### src/rtl/smart_toilet_pkg.sv
// Shared types and constants for the smart-toilet actuator control slice.
// Arbiter FSM codes, valve selector codes and requester indices.
package smart_toilet_pkg;

  typedef enum logic [1:0] {
    StIdle  = 2'd0,
    StGrant = 2'd1,
    StDead  = 2'd2
  } arb_state_e;

  localparam logic [1:0] VALVE_NONE  = 2'd0;
  localparam logic [1:0] VALVE_SPRAY = 2'd1;
  localparam logic [1:0] VALVE_FLUSH = 2'd2;

  localparam int unsigned REQ_SPRAY = 0;
  localparam int unsigned REQ_FLUSH = 1;
  localparam int unsigned REQ_WARM  = 2;
  localparam int unsigned NUM_REQ   = 3;

endpackage

### src/rtl/cycle_timer.sv
// Up counter with synchronous clear and enable; done flags that the count equals limit.
// Shared by the arbiter for both the dead-time and the grant-timeout intervals.
module cycle_timer #(
  parameter int unsigned CNT_W = 8
) (
  input  logic             clk,
  input  logic             reset_n,
  input  logic             clr,
  input  logic             en,
  input  logic [CNT_W-1:0] limit,
  output logic             done
);

  logic [CNT_W-1:0] cnt_q, cnt_d;

  always_comb begin
    cnt_d = cnt_q;
    if (clr) begin
      cnt_d = '0;
    end else if (en) begin
      cnt_d = cnt_q + 1'b1;
    end
  end

  always_ff @(posedge clk or negedge reset_n) begin
    if (!reset_n) begin
      cnt_q <= '0;
    end else begin
      cnt_q <= cnt_d;
    end
  end

  assign done = (cnt_q == limit);

endmodule

### src/rtl/water_res_arbiter.sv
// Exclusive arbiter for the pump/valve manifold (spray, flush) and the seat heater (warm),
// with round-robin water priority, dead time between owners and a bounded water grant.
module water_res_arbiter
  import smart_toilet_pkg::*;
#(
  parameter int unsigned DEAD_TIME = 4,
  parameter int unsigned MAX_GRANT = 200,
  parameter int unsigned CNT_W     = 8
) (
  input  logic       clk,
  input  logic       reset_n,
  input  logic       req_spray,
  input  logic       req_flush,
  input  logic       req_warm,
  input  logic       clr_err,
  output logic       gnt_spray,
  output logic       gnt_flush,
  output logic       gnt_warm,
  output logic       pump_on,
  output logic       heater_on,
  output logic [1:0] valve_sel,
  output logic       busy,
  output logic       timeout_err
);

  localparam logic [CNT_W-1:0] DeadLast  = CNT_W'(DEAD_TIME - 1);
  localparam logic [CNT_W-1:0] GrantLast = CNT_W'(MAX_GRANT - 1);

  arb_state_e         state_q, state_d;
  logic [NUM_REQ-1:0] gnt_q, gnt_d;
  logic [NUM_REQ-1:0] req_raw, req_eff, pick;
  logic [1:0]         mask_q, mask_d;
  logic               ptr_q, ptr_d;  // 1: flush wins the next spray/flush tie
  logic               err_q, err_d;
  logic               owner_req, water_owner, water_req, timeout_hit, preempt;
  logic               timer_clr, timer_done;
  logic [CNT_W-1:0]   timer_limit;

  assign req_raw[REQ_SPRAY] = req_spray;
  assign req_raw[REQ_FLUSH] = req_flush;
  assign req_raw[REQ_WARM]  = req_warm;

  assign req_eff[REQ_SPRAY] = req_spray & ~mask_q[REQ_SPRAY];
  assign req_eff[REQ_FLUSH] = req_flush & ~mask_q[REQ_FLUSH];
  assign req_eff[REQ_WARM]  = req_warm;

  assign water_req   = req_eff[REQ_SPRAY] | req_eff[REQ_FLUSH];
  assign owner_req   = |(gnt_q & req_raw);
  assign water_owner = gnt_q[REQ_SPRAY] | gnt_q[REQ_FLUSH];
  assign timeout_hit = (state_q == StGrant) & water_owner & owner_req & timer_done;
  assign preempt     = gnt_q[REQ_WARM] & water_req;

  // Timer restarts on every state change and idles at zero in StIdle.
  assign timer_clr   = (state_q == StIdle) || (state_d != state_q);
  assign timer_limit = (state_q == StDead) ? DeadLast : GrantLast;

  cycle_timer #(
    .CNT_W(CNT_W)
  ) u_timer (
    .clk    (clk),
    .reset_n(reset_n),
    .clr    (timer_clr),
    .en     (1'b1),
    .limit  (timer_limit),
    .done   (timer_done)
  );

  always_comb begin
    pick = '0;
    if (req_eff[REQ_SPRAY] && req_eff[REQ_FLUSH]) begin
      if (ptr_q) begin
        pick[REQ_FLUSH] = 1'b1;
      end else begin
        pick[REQ_SPRAY] = 1'b1;
      end
    end else if (req_eff[REQ_SPRAY]) begin
      pick[REQ_SPRAY] = 1'b1;
    end else if (req_eff[REQ_FLUSH]) begin
      pick[REQ_FLUSH] = 1'b1;
    end else if (req_eff[REQ_WARM]) begin
      pick[REQ_WARM] = 1'b1;
    end
  end

  always_ff @(posedge clk or negedge reset_n) begin
    if (!reset_n) begin
      state_q <= StIdle;
    end else begin
      state_q <= state_d;
    end
  end

  always_comb begin
    state_d = state_q;
    case (state_q)
      StIdle:  if (|req_eff) state_d = StGrant;
      StGrant: if (!owner_req || timeout_hit || preempt) state_d = StDead;
      StDead:  if (timer_done) state_d = StIdle;
      default: state_d = StIdle;
    endcase
  end

  always_comb begin
    gnt_d  = gnt_q;
    ptr_d  = ptr_q;
    err_d  = err_q;
    mask_d[REQ_SPRAY] = mask_q[REQ_SPRAY] & req_spray;
    mask_d[REQ_FLUSH] = mask_q[REQ_FLUSH] & req_flush;
    if (clr_err) begin
      err_d = 1'b0;
    end
    if (timeout_hit) begin
      err_d = 1'b1;
      mask_d[REQ_SPRAY] = mask_d[REQ_SPRAY] | gnt_q[REQ_SPRAY];
      mask_d[REQ_FLUSH] = mask_d[REQ_FLUSH] | gnt_q[REQ_FLUSH];
    end
    if (state_q == StIdle && state_d == StGrant) begin
      gnt_d = pick;
      if (pick[REQ_SPRAY]) begin
        ptr_d = 1'b1;
      end else if (pick[REQ_FLUSH]) begin
        ptr_d = 1'b0;
      end
    end else if (state_d == StDead) begin
      gnt_d = '0;
    end
  end

  always_ff @(posedge clk or negedge reset_n) begin
    if (!reset_n) begin
      gnt_q  <= '0;
      ptr_q  <= 1'b0;
      mask_q <= '0;
      err_q  <= 1'b0;
    end else begin
      gnt_q  <= gnt_d;
      ptr_q  <= ptr_d;
      mask_q <= mask_d;
      err_q  <= err_d;
    end
  end

  assign gnt_spray   = gnt_q[REQ_SPRAY];
  assign gnt_flush   = gnt_q[REQ_FLUSH];
  assign gnt_warm    = gnt_q[REQ_WARM];
  assign pump_on     = gnt_q[REQ_SPRAY] | gnt_q[REQ_FLUSH];
  assign heater_on   = gnt_q[REQ_WARM];
  assign valve_sel   = gnt_q[REQ_SPRAY] ? VALVE_SPRAY :
                       gnt_q[REQ_FLUSH] ? VALVE_FLUSH : VALVE_NONE;
  assign busy        = (state_q != StIdle);
  assign timeout_err = err_q;

endmodule

### config.mk
export PLATFORM = sky130hd
export DESIGN_NAME = water_res_arbiter
export DESIGN_NICKNAME = d
export VERILOG_FILES = /design/src/rtl/smart_toilet_pkg.sv /design/src/rtl/cycle_timer.sv /design/src/rtl/water_res_arbiter.sv
export SDC_FILE = /design/constraint.sdc
export NUM_CORES = 1
export LEC_CHECK = 0
export BUFFER_PORTS_ARGS = -buffer_cell sky130_fd_sc_hd__buf_2
export CAP_MARGIN = 20
export CORE_UTILIZATION = 45
export CTS_CLUSTER_DIAMETER = 200
export DETAILED_ROUTE_END_ITERATION = 8
export PLACE_DENSITY_LB_ADDON = 0.05
export SLEW_MARGIN = 20
export SYNTH_ARGS = -nofsm -noshare
export SYNTH_HDL_FRONTEND = slang
export SYNTH_SLANG_ARGS = --single-unit
### constraint.sdc
create_clock -name clk -period 4.78 [get_ports clk]
set_input_delay 0.478 -clock clk [delete_from_list [all_inputs] [get_ports clk]]
set_output_delay 0.478 -clock clk [all_outputs]
set_load 0.01 [all_outputs]
Word-level counts from Yosys, hierarchy flattened:

Index checks and enable logic that the tools add are counted.

* add/subtract/negate cells: 1
* eq/ne operators: 6
* mux-type cells: 24
* bitwise gates (word level): 15
* reductions and logical operators: 14

Operators with widths (number)
* 2-to-1 mux 2 bit: 8
* 2-to-1 mux 8 bit: 2
* 2-to-1 mux 1 bit: 11
* adder 8 x 1 -> 8 bit (second input constant): 1
* AND 1 bit: 8
* == test 8 bit: 1
* nonzero test 2 bit: 4
* 2-to-1 mux 3 bit: 2
* one-hot mux 2 bit (3 select lines): 1
* OR reduction 3 bit: 2
* == test 2 x 1 -> 1 bit (second input constant): 2
* == test 2 bit (second input constant): 2
* bitwise OR 1 bit: 4
* AND 3 bit: 1
* logical OR 1 bit: 3
* logical AND 1 bit: 2
* logical NOT 2 bit: 1
* != test 2 bit: 1
* NOT 1 bit: 2
* AND reduction 2 bit: 1
* logical NOT 1 bit: 1

* flip-flop bits (word level): 17
* bits of input ports: 6
* output and inout port bits: 9
* logic and storage cells: 66

Logic depth before layout (Yosys ltp):

Gate-level depths: netlist of the first run.

* depth after elaboration: 11
* gate-level depth with buffers: 6
* gate-level depth less buffers: 6

Hierarchy:

Synthesis of the first run repeated with hierarchy kept, for this count alone.

* cell total of the unflattened synthesis: 105
* area, all modules: 994.7 µm²

Modules (own cells, without submodules)
* water_res_arbiter: instances 1, cells each 56, area an instance 518.0 µm², seq. area each 225.2 µm²
* cycle_timer: instances 1, cells each 49, area an instance 476.7 µm², seq. area each 200.2 µm²

Worst setup path after synthesis of the first run:

OpenSTA, ideal clock, no wires.

* kind: reg2reg
* from: reg u_timer.cnt_q[0]
* to: reg gnt_q[0]
* library setup time: 0.120 ns
* arrival: 1.477 ns
* data required time: 4.660 ns
* slack: 3.183 ns
* stages on the path, launching flop included: 7
* path buffers: 0
* clock period less this slack: 1.597 ns
* cells stage by stage: dfrtp_1 -> ha_1 -> nor4b_2 -> and2_4 -> a21oi_4 -> a21o_1 -> a41o_1

* word-level cells in the longest chain between the ends: 9
* elaborated cells between the ends (all ways): 12
* classes of those cells: eq/ne: 3; mux: 4; bitwise: 1; reduce/logical: 4

Ends and longest elaborated chain
* from (decl): line cycle_timer.sv:14 `logic [CNT_W-1:0] cnt_q, cnt_d;`
* from (signal assigned): line cycle_timer.sv:29 `cnt_q <= cnt_d;`
* == test 8 bit *: line cycle_timer.sv:33 `assign done = (cnt_q == limit);`
* AND 1 bit: line water_res_arbiter.sv:50 `assign timeout_hit = (state_q == StGrant) & water_owner & owner_req & timer_done;`
* logical OR 1 bit (2 in a row): line water_res_arbiter.sv:97 `StGrant: if (!owner_req || timeout_hit || preempt) state_d = StDead;`
* 2-to-1 mux 2 bit: line water_res_arbiter.sv:97
* one-hot mux 2 bit (3 select lines) *: line water_res_arbiter.sv:95 `case (state_q)`
* == test 2 x 1 -> 1 bit: line water_res_arbiter.sv:117 `if (state_q == StIdle && state_d == StGrant) begin`
* logical AND 1 bit: line water_res_arbiter.sv:117
* 2-to-1 mux 3 bit or nonzero test 2 bit (tied branches)
* to (signal assigned): line water_res_arbiter.sv:136 `gnt_q <= gnt_d;`
* to (decl): line water_res_arbiter.sv:30 `logic [NUM_REQ-1:0] gnt_q, gnt_d;`

Mark *: on every way between the ends. The rest lies on a longest branch, timed or not.
A chain may end at the register's enable or synchronous reset.

Worst setup path in the final report of the first run:

* from: reg u_timer.cnt_q[0]
* to: reg mask_q[0]

* word-level cells in the longest chain between the ends: 3

Ends and longest elaborated chain
* == test 8 bit: line cycle_timer.sv:33
* AND 1 bit: line water_res_arbiter.sv:50
* 2-to-1 mux 2 bit: line water_res_arbiter.sv:112 `if (timeout_hit) begin`
* net mask_d[0]: line water_res_arbiter.sv:32 `logic [1:0] mask_q, mask_d;`
* to (signal assigned): line water_res_arbiter.sv:138 `mask_q <= mask_d;`
* to (decl): line water_res_arbiter.sv:32

The timed path passes the listed nets, and every way through them passes these cells.

==> results.md, run 1 <==
* Run status: complete, no violations
* First-pass GRT wire length at 2780 um
* Post-route design area at 998.5 um2
* Worst hold slack at slightly below 100 ps
* Worst-path clk slew at 100 ps
* GRT Resource Usage Total at roughly a fifth
* Most used routing layer: met1
* Final RePlAce weighted congestion at 0.6930
* Asr flop ratio synth at 100.0%
* Hold_buf cts at 0
* Final hold vios at 0
* H-tree depth at 1
* Residual DRC count at 0
* Via density at 5.238
* Netlist cell types at 31
* Top cells by count, synth: dfrtp_1, nor2_1, nand2_1
* Main combinational cell family by area after synthesis: simple AND/OR/NAND/NOR gates
* Post_cts resized at 0
* Synth Area in Compound Gates at about 16%
* Post-Layout Cell Count at 126
* Initial antenna violation count at 0
* Synthesized instance count at 85
* Layout cells sized above 1 at 26.73%
* Met3 Usage GRT at 2.353%
* Drt pass-1 iters at 4
* Critical Path AT at 2050 ps
* Ranking of synthesized cells by area: dfrtp_1, nor2_1, xnor2_1
* Min-delay worst type: primary input to asynchronous set/reset pin
* Placed insts at 122
* Slew headroom at 61.08%
* Worst-margin pin slew at approximately 600 ps
* Total Neg Setup Slack at 0 ps
* LEAKAGE at between 0.5 and 0.6 nW
* Ys Warns at 0
* TritonCTS Buffers at 3
* Grt ovf at 0
* Via Count at 660
* HPWL after DPL at roughly 1300 um
* Post-synthesis sequential area ratio at 48.02%
* Main synth FF type: dfrtp_1
* RSZ-0062 raised after global routing: false
* Worst-Skew Late Latency at 280 ps
* Largest fanout on the critical path at 4
* CP max stage cell: dfrtp_1
* Final setup vio count at 0
* Cell Area, Synth at 885.9 um2
* Setup crit start: u_timer.cnt_q[0]
* Setup crit end: mask_q[0]
* Die Area at approximately 2200 um2
* WP data required at 5000 ps
* DR iter-0 viols at 19
* R2r endpoint: mask_q[0]
* M1 GR Usage at 29.07%
* Area leader, netlist: dfrtp_1
* Worst R2R Start: u_timer.cnt_q[0]
* Routed Antenna Nets at 0
* ANT cells at 0
* Xor and xnor fraction of the mapped netlist area at 5.932%
* Reg-to-reg setup timing slack at 2960 ps
* Port Buffers at 14
* Crit-path max cell delay at 390 ps
* Reg area at 425.4 um2
* Placed cell area at 972.2 um2
* Fmax at around 550 MHz
* Rows at 15
* Placeable Area at 1783 um2
* Per-cell routed wire length at 13.06 um
* Top-area cell type share of the netlist area at 48.02%
* Wirelength, routed at 1645 um
* CP endpoint kind: flop
* EDFF count, synth at 0
* Num ports at 15
* Most common cell in the synthesized netlist: dfrtp_1
* Number of global-route vias before repair at 621
* Mapped Avg Cell Area at 10.42 um2
* Startpoint Class: flop
* Max VDD drop at 0.2247 mV
* Post-route minimum period at 1821 ps
* Clock buffer depth at 2
* CP cell instances: ha_1, nor4b_2, and2_4, nand2_1, nor3_1, a22o_2
* Multiplexer share of the synthesized area at under 10%
* Multi-input gate area at around 430 um2
* Tcrit/Tclk final at 38.09%
* Pwr/cell area at 499.3 nW/um2
* Adder-cell share of the synthesized area at 1.412%
* Clock Sinks at 17
* Die Height at around 46 um
* Pwr Total at approximately 500 uW
* Met2 usage at 26.11%
* Area grow syn2layout at 12.71%
* Simple-Gate Fraction of Synth Area at 24.01%
* Nets at 109
* Initial Utilization at 49.68%
* CTS tree: yes
* Syn Nets at 92
* Chip width at 46.37 um
* Synth Register Bits at 17
* Root buffer cell: clkbuf_4
* R2r worst-path depth at 6
* Fill cells at 179
* Largest net degree at the start of global routing at 18
* Setup Skew at 3.240 ps
* WS Path Type: flop to flop
* # Max-Cap Violations at 0
* Slew Limit Fails at 0
* Setup Buffers After CTS at 0
[worst min-delay path by stage]
stage | to | slack [ps] | depth (start not counted)
floorplan | gnt_q[0] | 180 | 0
global placement | u_timer.cnt_q[7] | 420 | 1
detailed placement | u_timer.cnt_q[6] | 420 | 1
CTS | u_timer.cnt_q[6] | 110 | 1
global route | state_q[0] | 110 | 1
finish | state_q[1] | 100 | 1
[metal layers]
metal	vias up	part of all wire, %	routed length (um)
met2	18	43	709
li1	328	-	-
met4	0	0.79	13
met1	312	51	831
met5	-	0	0
met3	2	5.5	90
[stage by stage]
step | util, % | setup slack (ps)
floorplan | - | 3183
global placement | 54.53 | 2982
detailed placement | 54.53 | 2968
CTS | 56.00 | 2949
global route | 56.00 | 2836
finish | 56.00 | 2959
[where the power goes]
group | switching (mW) | internal (mW)
sequential | 0.0352 | 0.174
combinational | 0.122 | 0.0926
clock | 0.0429 | 0.0324
[placed cells by master, fill, tap and decap left out, types with 2 or more instances in the layout]
cell type / synthesis / layout
a21o_1: 2 / 2
a21oi_1: 3 / 3
a41o_1: 2 / 2
and3_1: 4 / 4
buf_2: 0 / 14
clkbuf_4: 0 / 3
dfrtp_1: 17 / 17
inv_1: 3 / 3
nand2_1: 5 / 5
nand2b_1: 3 / 3
nand3_1: 4 / 4
nor2_1: 11 / 11
nor2b_1: 3 / 3
nor3_1: 2 / 2
o21a_1: 2 / 2
or2_2: 2 / 2
xnor2_1: 3 / 3
xor2_1: 3 / 3
[area by class of cell]
type | instances | area share, %
clock buffers | 4 | 2.632
flip-flops and latches | 17 | 42.61
inverters | 3 | 1.128
multi-input cells | 63 | 43.48
repair buffers | 14 | 7.018
well taps | 25 | 3.133
[cell families (layout without fill, tap and decap cells)]
kind of cell | count (synthesis) | count (layout)
xor gates and xnor gates | 6 | 6
adders and majority gates | 1 | 1
DFF | 17 | 17
AOI/OAI and AO/OA | 16 | 16
muxes | 1 | 1
buffers and inverters | 5 | 21
and+or+nand+nor | 39 | 39
[critical path: cells and delay by family, from the launching register on]
family / cells / cell delay (ps)
simple gates: 4 / 920
flops: 1 / 390
fa+ha+maj: 1 / 240
compound gates: 1 / 220
[state kept, by name (all words and copies together) (netlist names)]
register	flops
ptr_q	1
gnt_q	3
u_timer.cnt_q	8
state_q	2
mask_q	2
timeout_err	1
No activity file was read; power rests on OpenSTA's default activity.
==> inputs of run 2 (changes only) <==
==> constraint.sdc (replaced) <==
create_clock -name clk -period 1.5 [get_ports clk]
set_input_delay 0.15 -clock clk [delete_from_list [all_inputs] [get_ports clk]]
set_output_delay 0.15 -clock clk [all_outputs]
set_load 0.01 [all_outputs]
==> results.md, run 2 (synthesis gave the netlist of run 1 again) <==
* Switching share of power at 38.19% (-1.9 points)
* Reg-to-reg setup timing slack at -0.7 ps (-2960 ps)
* Slew headroom at 74.37% (+13 points)
* Initial Utilization at 49.68% (unchanged)
* Post-Layout Cell Count at 147 (+17%)
* R2r worst-path depth at 6 (unchanged)
* Largest fanout on the critical path at 2 (-2)
* Critical Path AT at 1670 ps (-380 ps)
* Routed Antenna Nets at 0 (unchanged)
* Comb power frac at 52.8% (+9.8 points)
* Max reg flops at 8 (unchanged)
* Final worst setup slack at -0.7268 ps (-2960 ps)
* Wirelength, routed at 1908 um (+16%)
* First-pass GRT wire length at 3098 um (+11%)
* Final RePlAce weighted congestion at 0.7999 (+15%)
* Clock Sinks at 17 (unchanged)
* TritonCTS Buffers at 3 (unchanged)
* Violated checks: negative setup slack
* Die Area at 2150 um2 (unchanged)
* Biggest regs: u_timer.cnt_q (8), gnt_q (3)
* WP data required at 1670 ps (-3330 ps)
* Min-delay worst type: primary input to flop
* Worst-path clk slew at 100 ps (about the same)
* Area grow syn2layout at 36.58%
* Num ports at 15 (unchanged)
* Pwr/cell area at 1531 nW/um2 (+210%)
* # Max-Cap Violations at 0 (unchanged)
* Drt pass-1 iters at 4 (unchanged)
* Placed insts at 139 (+14%)
* Slew Limit Fails at 0 (unchanged)
* Via Count at 731 (+11%)
* GRT Resource Usage Total at 20.42% (+1.5 points)
* Largest net degree at the start of global routing at 18 (unchanged)
* Per-cell routed wire length at 12.98 um (-0.58%)
* Post-route design area at 1210 um2 (+21%)
* RSZ-0062 raised after global routing: true
* Most common cell after layout, fill and taps aside: buf_4
* Max VDD drop at 0.6833 mV (+200%)
* Worst-Skew Late Latency at 280 ps (about the same)
* Number of global-route vias before repair at 715 (+15%)
* Nets at 130 (+19%)
* Final hold vios at 0 (unchanged)
* Placed cell area at 1112 um2 (+14%)
* Port Buffers at 14 (unchanged)
* H-tree depth at 1 (unchanged)
* Setup Skew at 4.283 ps (+1.043 ps)
* Worst R2R Start: u_timer.cnt_q[4]
* ANT cells at 0 (unchanged)
* Sequential power share at 34.3% (-7.6 points)
* Startpoint Class: flop
* Grt ovf at 0 (unchanged)
* Layout cells sized above 1 at 44.26% (+18 points)
* Post-place setup slack at -48.39 ps (-3017 ps)
* Most frequent cells in the layout: buf_4, dfrtp_1, buf_2, nor2_1, nand2_1
* Most flop-heavy register: u_timer.cnt_q
* CP endpoint kind: flop
* Switching pwr at 707.2 uW (+250%)
* DR iter-0 viols at 12 (-7)
* Rows at 15 (unchanged)
* Worst-margin pin slew at 384.5 ps (-199.3 ps)
* Hold Path Sink: timeout_err
* Fill cells at 144 (-20%)
* Fmax at 666.3 MHz (+21%)
* Post-route minimum period at 1501 ps (-320.0 ps)
* CTS tree: yes
* Clock buffer depth at 2 (unchanged)
* Total Neg Setup Slack at -0.7268 ps (-0.7268 ps)
* R2r endpoint: u_timer.cnt_q[7]
* Placeable Area at 1783 um2 (unchanged)
* Pwr Total at 1.852 mW (+270%)
* LEAKAGE at 0.6227 nW (+23%)
* Chip width at 46.37 um (unchanged)
* Residual DRC count at 0 (unchanged)
* Clock power frac at 12.9% (-2.2 points)
* Min-Delay Path Depth at 3
* Run status: finished with violations
* Internal power at 1.145 mW (+280%)
* Initial antenna violation count at 0 (unchanged)
* Via density at 4.973 (-5.1%)
* Final setup vio count at 1 (+1)
* Tcrit/Tclk final at 100.0% (+62 points)
* Root buffer cell: clkbuf_4
* Hold Crit Start: clr_err
* Die Height at 46.37 um (unchanged)
* WS Path Type: flop to flop
* HPWL after DPL at 1404 um (+9.9%)
run 2: cell types whose count changed in the layout (fill, tap and decap cells not counted), moves of 2 or more:
cell,delta
nor3_2,+2
a21oi_1,-2
nor3_1,-2
buf_4,+20
run 2: final cells by class:
cell class              count  area (um2)  area share (%)
flip-flops and latches     17       426.7           35.26
repair buffers             35       230.2           19.03
multi-input cells          63       484.2           40.02
clock buffers               4       26.28           2.172
inverters                   3       11.26          0.9307
well taps                  25       31.28           2.585
run 2: worst max-delay path by stage:
| stage | startpoint | cells after the start | endpoint | slack, ps |
|---|---|---|---|---|
| 5_1_grt | u_timer.cnt_q[0] | 6 | u_timer.cnt_q[1] | -80 |
| 4_1_cts | u_timer.cnt_q[0] | 6 | gnt_q[0] | -10 |
| 2_1_floorplan | u_timer.cnt_q[0] | 6 | gnt_q[0] | -60 |
| 3_5_place_dp | u_timer.cnt_q[1] | 5 | gnt_q[0] | -50 |
| 6_report | u_timer.cnt_q[4] | 6 | u_timer.cnt_q[7] | -0.7 |
| 3_3_place_gp | u_timer.cnt_q[1] | 7 | mask_q[1] | -3 |
run 2: power groups by stage:
stage               combinational [mW]  sequential (mW)  clock (mW)
finish                           0.977            0.635       0.240
detailed placement               0.877            0.631           0
global placement                 0.873            0.629           0
global route                      1.07            0.643       0.265
floorplan                        0.511            0.669           0
CTS                              0.969            0.631       0.249
run 2: worst max-delay path, stage by stage (launching register included):
cell,delay (ps)
dfrtp_1,420
buf_4,150
and3_1,180
and3_1,210
and3_1,210
xnor2_1,170
nor2_1,60
run 2: stage by stage:
| stage | utilization [%] | hold slack [ps] |
|---|---|---|
| 2_1_floorplan | - | -145.6 |
| 3_3_place_gp | 62.39 | 88.39 |
| 3_5_place_dp | 62.39 | 94.11 |
| 4_1_cts | 66.95 | 127.2 |
| 5_1_grt | 67.86 | 130.2 |
| 6_report | 67.86 | 132.1 |
run 2: layer usage:
layer  routed length (um)  GRT usage [%]
met5                    0              0
met4                   12          5.294
met3                   37          2.745
met2                  928          32.78
met1                  930          28.61
run 2: repair_timing:
item | 4_1_cts | 5_1_grt
gates resized for setup | 6 | 2
hold endpoints to repair | 17 | 0
endpoints found under the setup margin | 5 | 15
gates cloned | 0 | 0
setup buffers | 2 | 1
pin swaps | 6 | 8
hold buffers | 1 | 0
==> inputs of run 3 (changes only) <==
--- a/config.mk
+++ b/config.mk
@@ -7,9 +7,12 @@
 export LEC_CHECK = 0
 export BUFFER_PORTS_ARGS = -buffer_cell sky130_fd_sc_hd__buf_2
 export CAP_MARGIN = 20
-export CORE_UTILIZATION = 45
+export CELL_PAD_IN_SITES_DETAIL_PLACEMENT = 0
+export CELL_PAD_IN_SITES_GLOBAL_PLACEMENT = 2
+export CORE_UTILIZATION = 30
 export CTS_CLUSTER_DIAMETER = 200
 export DETAILED_ROUTE_END_ITERATION = 8
+export MAX_ROUTING_LAYER = met4
 export PLACE_DENSITY_LB_ADDON = 0.05
 export SLEW_MARGIN = 20
 export SYNTH_ARGS = -nofsm -noshare
==> results.md, run 3 (synthesis gave the netlist of run 1 again) <==
* Run status: finished with violations
* Violated checks: negative setup slack
* Worst-Skew Late Latency at 290 ps (about the same)
* Pwr/cell area at 1535 nW/um2 (+0.28%)
* Internal power at 1.230 mW (+7.5%)
* Post-Layout Cell Count at 161 (+9.5%)
* Number of global-route vias before repair at 761 (+6.4%)
* TritonCTS Buffers at 3 (unchanged)
* Area grow syn2layout at 44.21%
* Post-place setup slack at -59.42 ps (-11.03 ps)
* Hold Path Sink: mask_q[0]
* Post-route design area at 1277 um2 (+5.6%)
* Initial antenna violation count at 0 (unchanged)
* Routed Antenna Nets at 0 (unchanged)
* Rows at 19 (+4)
* LEAKAGE at 0.6700 nW (+7.6%)
* Residual DRC count at 0 (unchanged)
* Slew headroom at 73.87% (-0.50 points)
* Worst R2R Start: u_timer.cnt_q[0]
* WS Path Type: flop to flop
* Switching pwr at 730.2 uW (+3.2%)
* Final worst setup slack at -49.44 ps (-48.72 ps)
* Worst-path clk slew at 100 ps (about the same)
* Most flop-heavy register: u_timer.cnt_q
* Wirelength, routed at 2033 um (+6.6%)
* RSZ-0062 raised after global routing: true
* Clock Sinks at 17 (unchanged)
* Clock power frac at 12.7% (-0.2 points)
* Sequential power share at 32.3% (-2.0 points)
* Switching share of power at 37.24% (-0.95 points)
* DR iter-0 viols at 16 (+4)
* Chip width at 56.34 um (+22%)
* R2r worst-path depth at 6 (unchanged)
* R2r endpoint: u_timer.cnt_q[4]
* Slew Limit Fails at 0 (unchanged)
* Final setup vio count at 10 (+9)
* Port Buffers at 14 (unchanged)
* Layout cells sized above 1 at 46.92% (+2.7 points)
* Root buffer cell: clkbuf_4
* Drt pass-1 iters at 4 (unchanged)
* GRT Resource Usage Total at 15.17% (-5.3 points)
* Util after Layout at 45.93% (-22 points)
* Max reg flops at 8 (unchanged)
* Final RePlAce weighted congestion at 0.6670 (-17%)
* Setup Skew at 2.878 ps (-1.405 ps)
* Grt ovf at 0 (unchanged)
* Tcrit/Tclk final at 103.3% (+3.2 points)
* First-pass GRT wire length at 3594 um (+16%)
* Critical Path AT at 1720 ps (+50 ps)
* Initial Utilization at 31.85% (-18 points)
* Startpoint Class: flop
* Min-Delay Path Depth at 2 (-1)
* Via Count at 745 (+1.9%)
* Die Height at 56.34 um (+22%)
* Largest fanout on the critical path at 8 (+6)
* Largest net degree at the start of global routing at 18 (unchanged)
* Via density at 4.627 (-6.9%)
* Max VDD drop at 0.7562 mV (+11%)
* Most common cell after layout, fill and taps aside: buf_4
* CTS tree: yes
* Worst-margin pin slew at 392.0 ps (+7.495 ps)
* Per-cell routed wire length at 12.63 um (-2.7%)
* Min-delay worst type: primary input to flop
* ANT cells at 0 (unchanged)
* Die Area at 3174 um2 (+48%)
* Most frequent cells in the layout: buf_4, dfrtp_1, buf_2, nor2_1, nand2_1
* Comb power frac at 54.9% (+2.1 points)
* Fmax at 645.4 MHz (-3.1%)
* Num ports at 15 (unchanged)
* Reg-to-reg setup timing slack at -50 ps (-50 ps)
* # Max-Cap Violations at 0 (unchanged)
* Post-route minimum period at 1549 ps (+48.72 ps)
* Worst hold slack at 116.3 ps (-15.77 ps)
* CP endpoint kind: flop
* Total Neg Setup Slack at -379.1 ps (-378.4 ps)
* WP data required at 1670 ps (about the same)
* Placed cell area at 1172 um2 (+5.4%)
* Final hold vios at 0 (unchanged)
* H-tree depth at 1 (unchanged)
* HPWL after DPL at 1581 um (+13%)
* Hold Crit Start: req_spray
* Placeable Area at 2781 um2 (+56%)
* Nets at 138 (+6.2%)
* Biggest regs: u_timer.cnt_q (8), gnt_q (3)
* Clock buffer depth at 2 (unchanged)
* Pwr Total at 1.961 mW (+5.9%)
* Placed insts at 152 (+9.4%)
[run 3: what timing repair did]
item	4_1_cts	5_1_grt
setup buffers	2	2
endpoints found under the setup margin	13	15
resized for setup	6	2
pin swaps	10	2
hold buffers	1	0
hold endpoints to repair	17	0
[run 3: layer usage]
metal	GRT usage [%]	wire (um)
met1	22.30	1093
met3	2.074	47
met4	7.317	15
met2	20.24	876
met5	-	0
[run 3: area by class of cell]
class / count / area [um2]
flip-flops and latches: 17 / 426.7
clock inverters: 1 / 5.005
fillers: 287 / 1504
repair buffers: 43 / 294.0
multi-input cells: 63 / 479.2
clock buffers: 3 / 22.52
inverters: 3 / 11.26
well taps: 31 / 38.79
[run 3: worst max-delay path, stage by stage, from the launching register on]
cell and delay, ps:
dfrtp_1 390, ha_2 180, nor4b_4 210, a21oi_1 130, buf_4 160, a31oi_4 270, nor2_1 100
[run 3: power by group through the flow]
stage	clock (mW)	sequential, mW	combinational, mW
after floorplan	0	0.669	0.511
after global placement	0	0.630	0.995
after detailed placement	0	0.632	0.998
after CTS	0.267	0.630	1.09
after global routing	0.285	0.650	1.18
final	0.249	0.634	1.08
[run 3: worst max path at each step]
stage	end	from	depth (start not counted)
CTS	u_timer.cnt_q[4]	u_timer.cnt_q[1]	6
global placement	u_timer.cnt_q[5]	u_timer.cnt_q[6]	6
floorplan	gnt_q[0]	u_timer.cnt_q[0]	6
global route	u_timer.cnt_q[3]	u_timer.cnt_q[0]	6
detailed placement	gnt_q[1]	u_timer.cnt_q[1]	6
finish	u_timer.cnt_q[4]	u_timer.cnt_q[0]	6
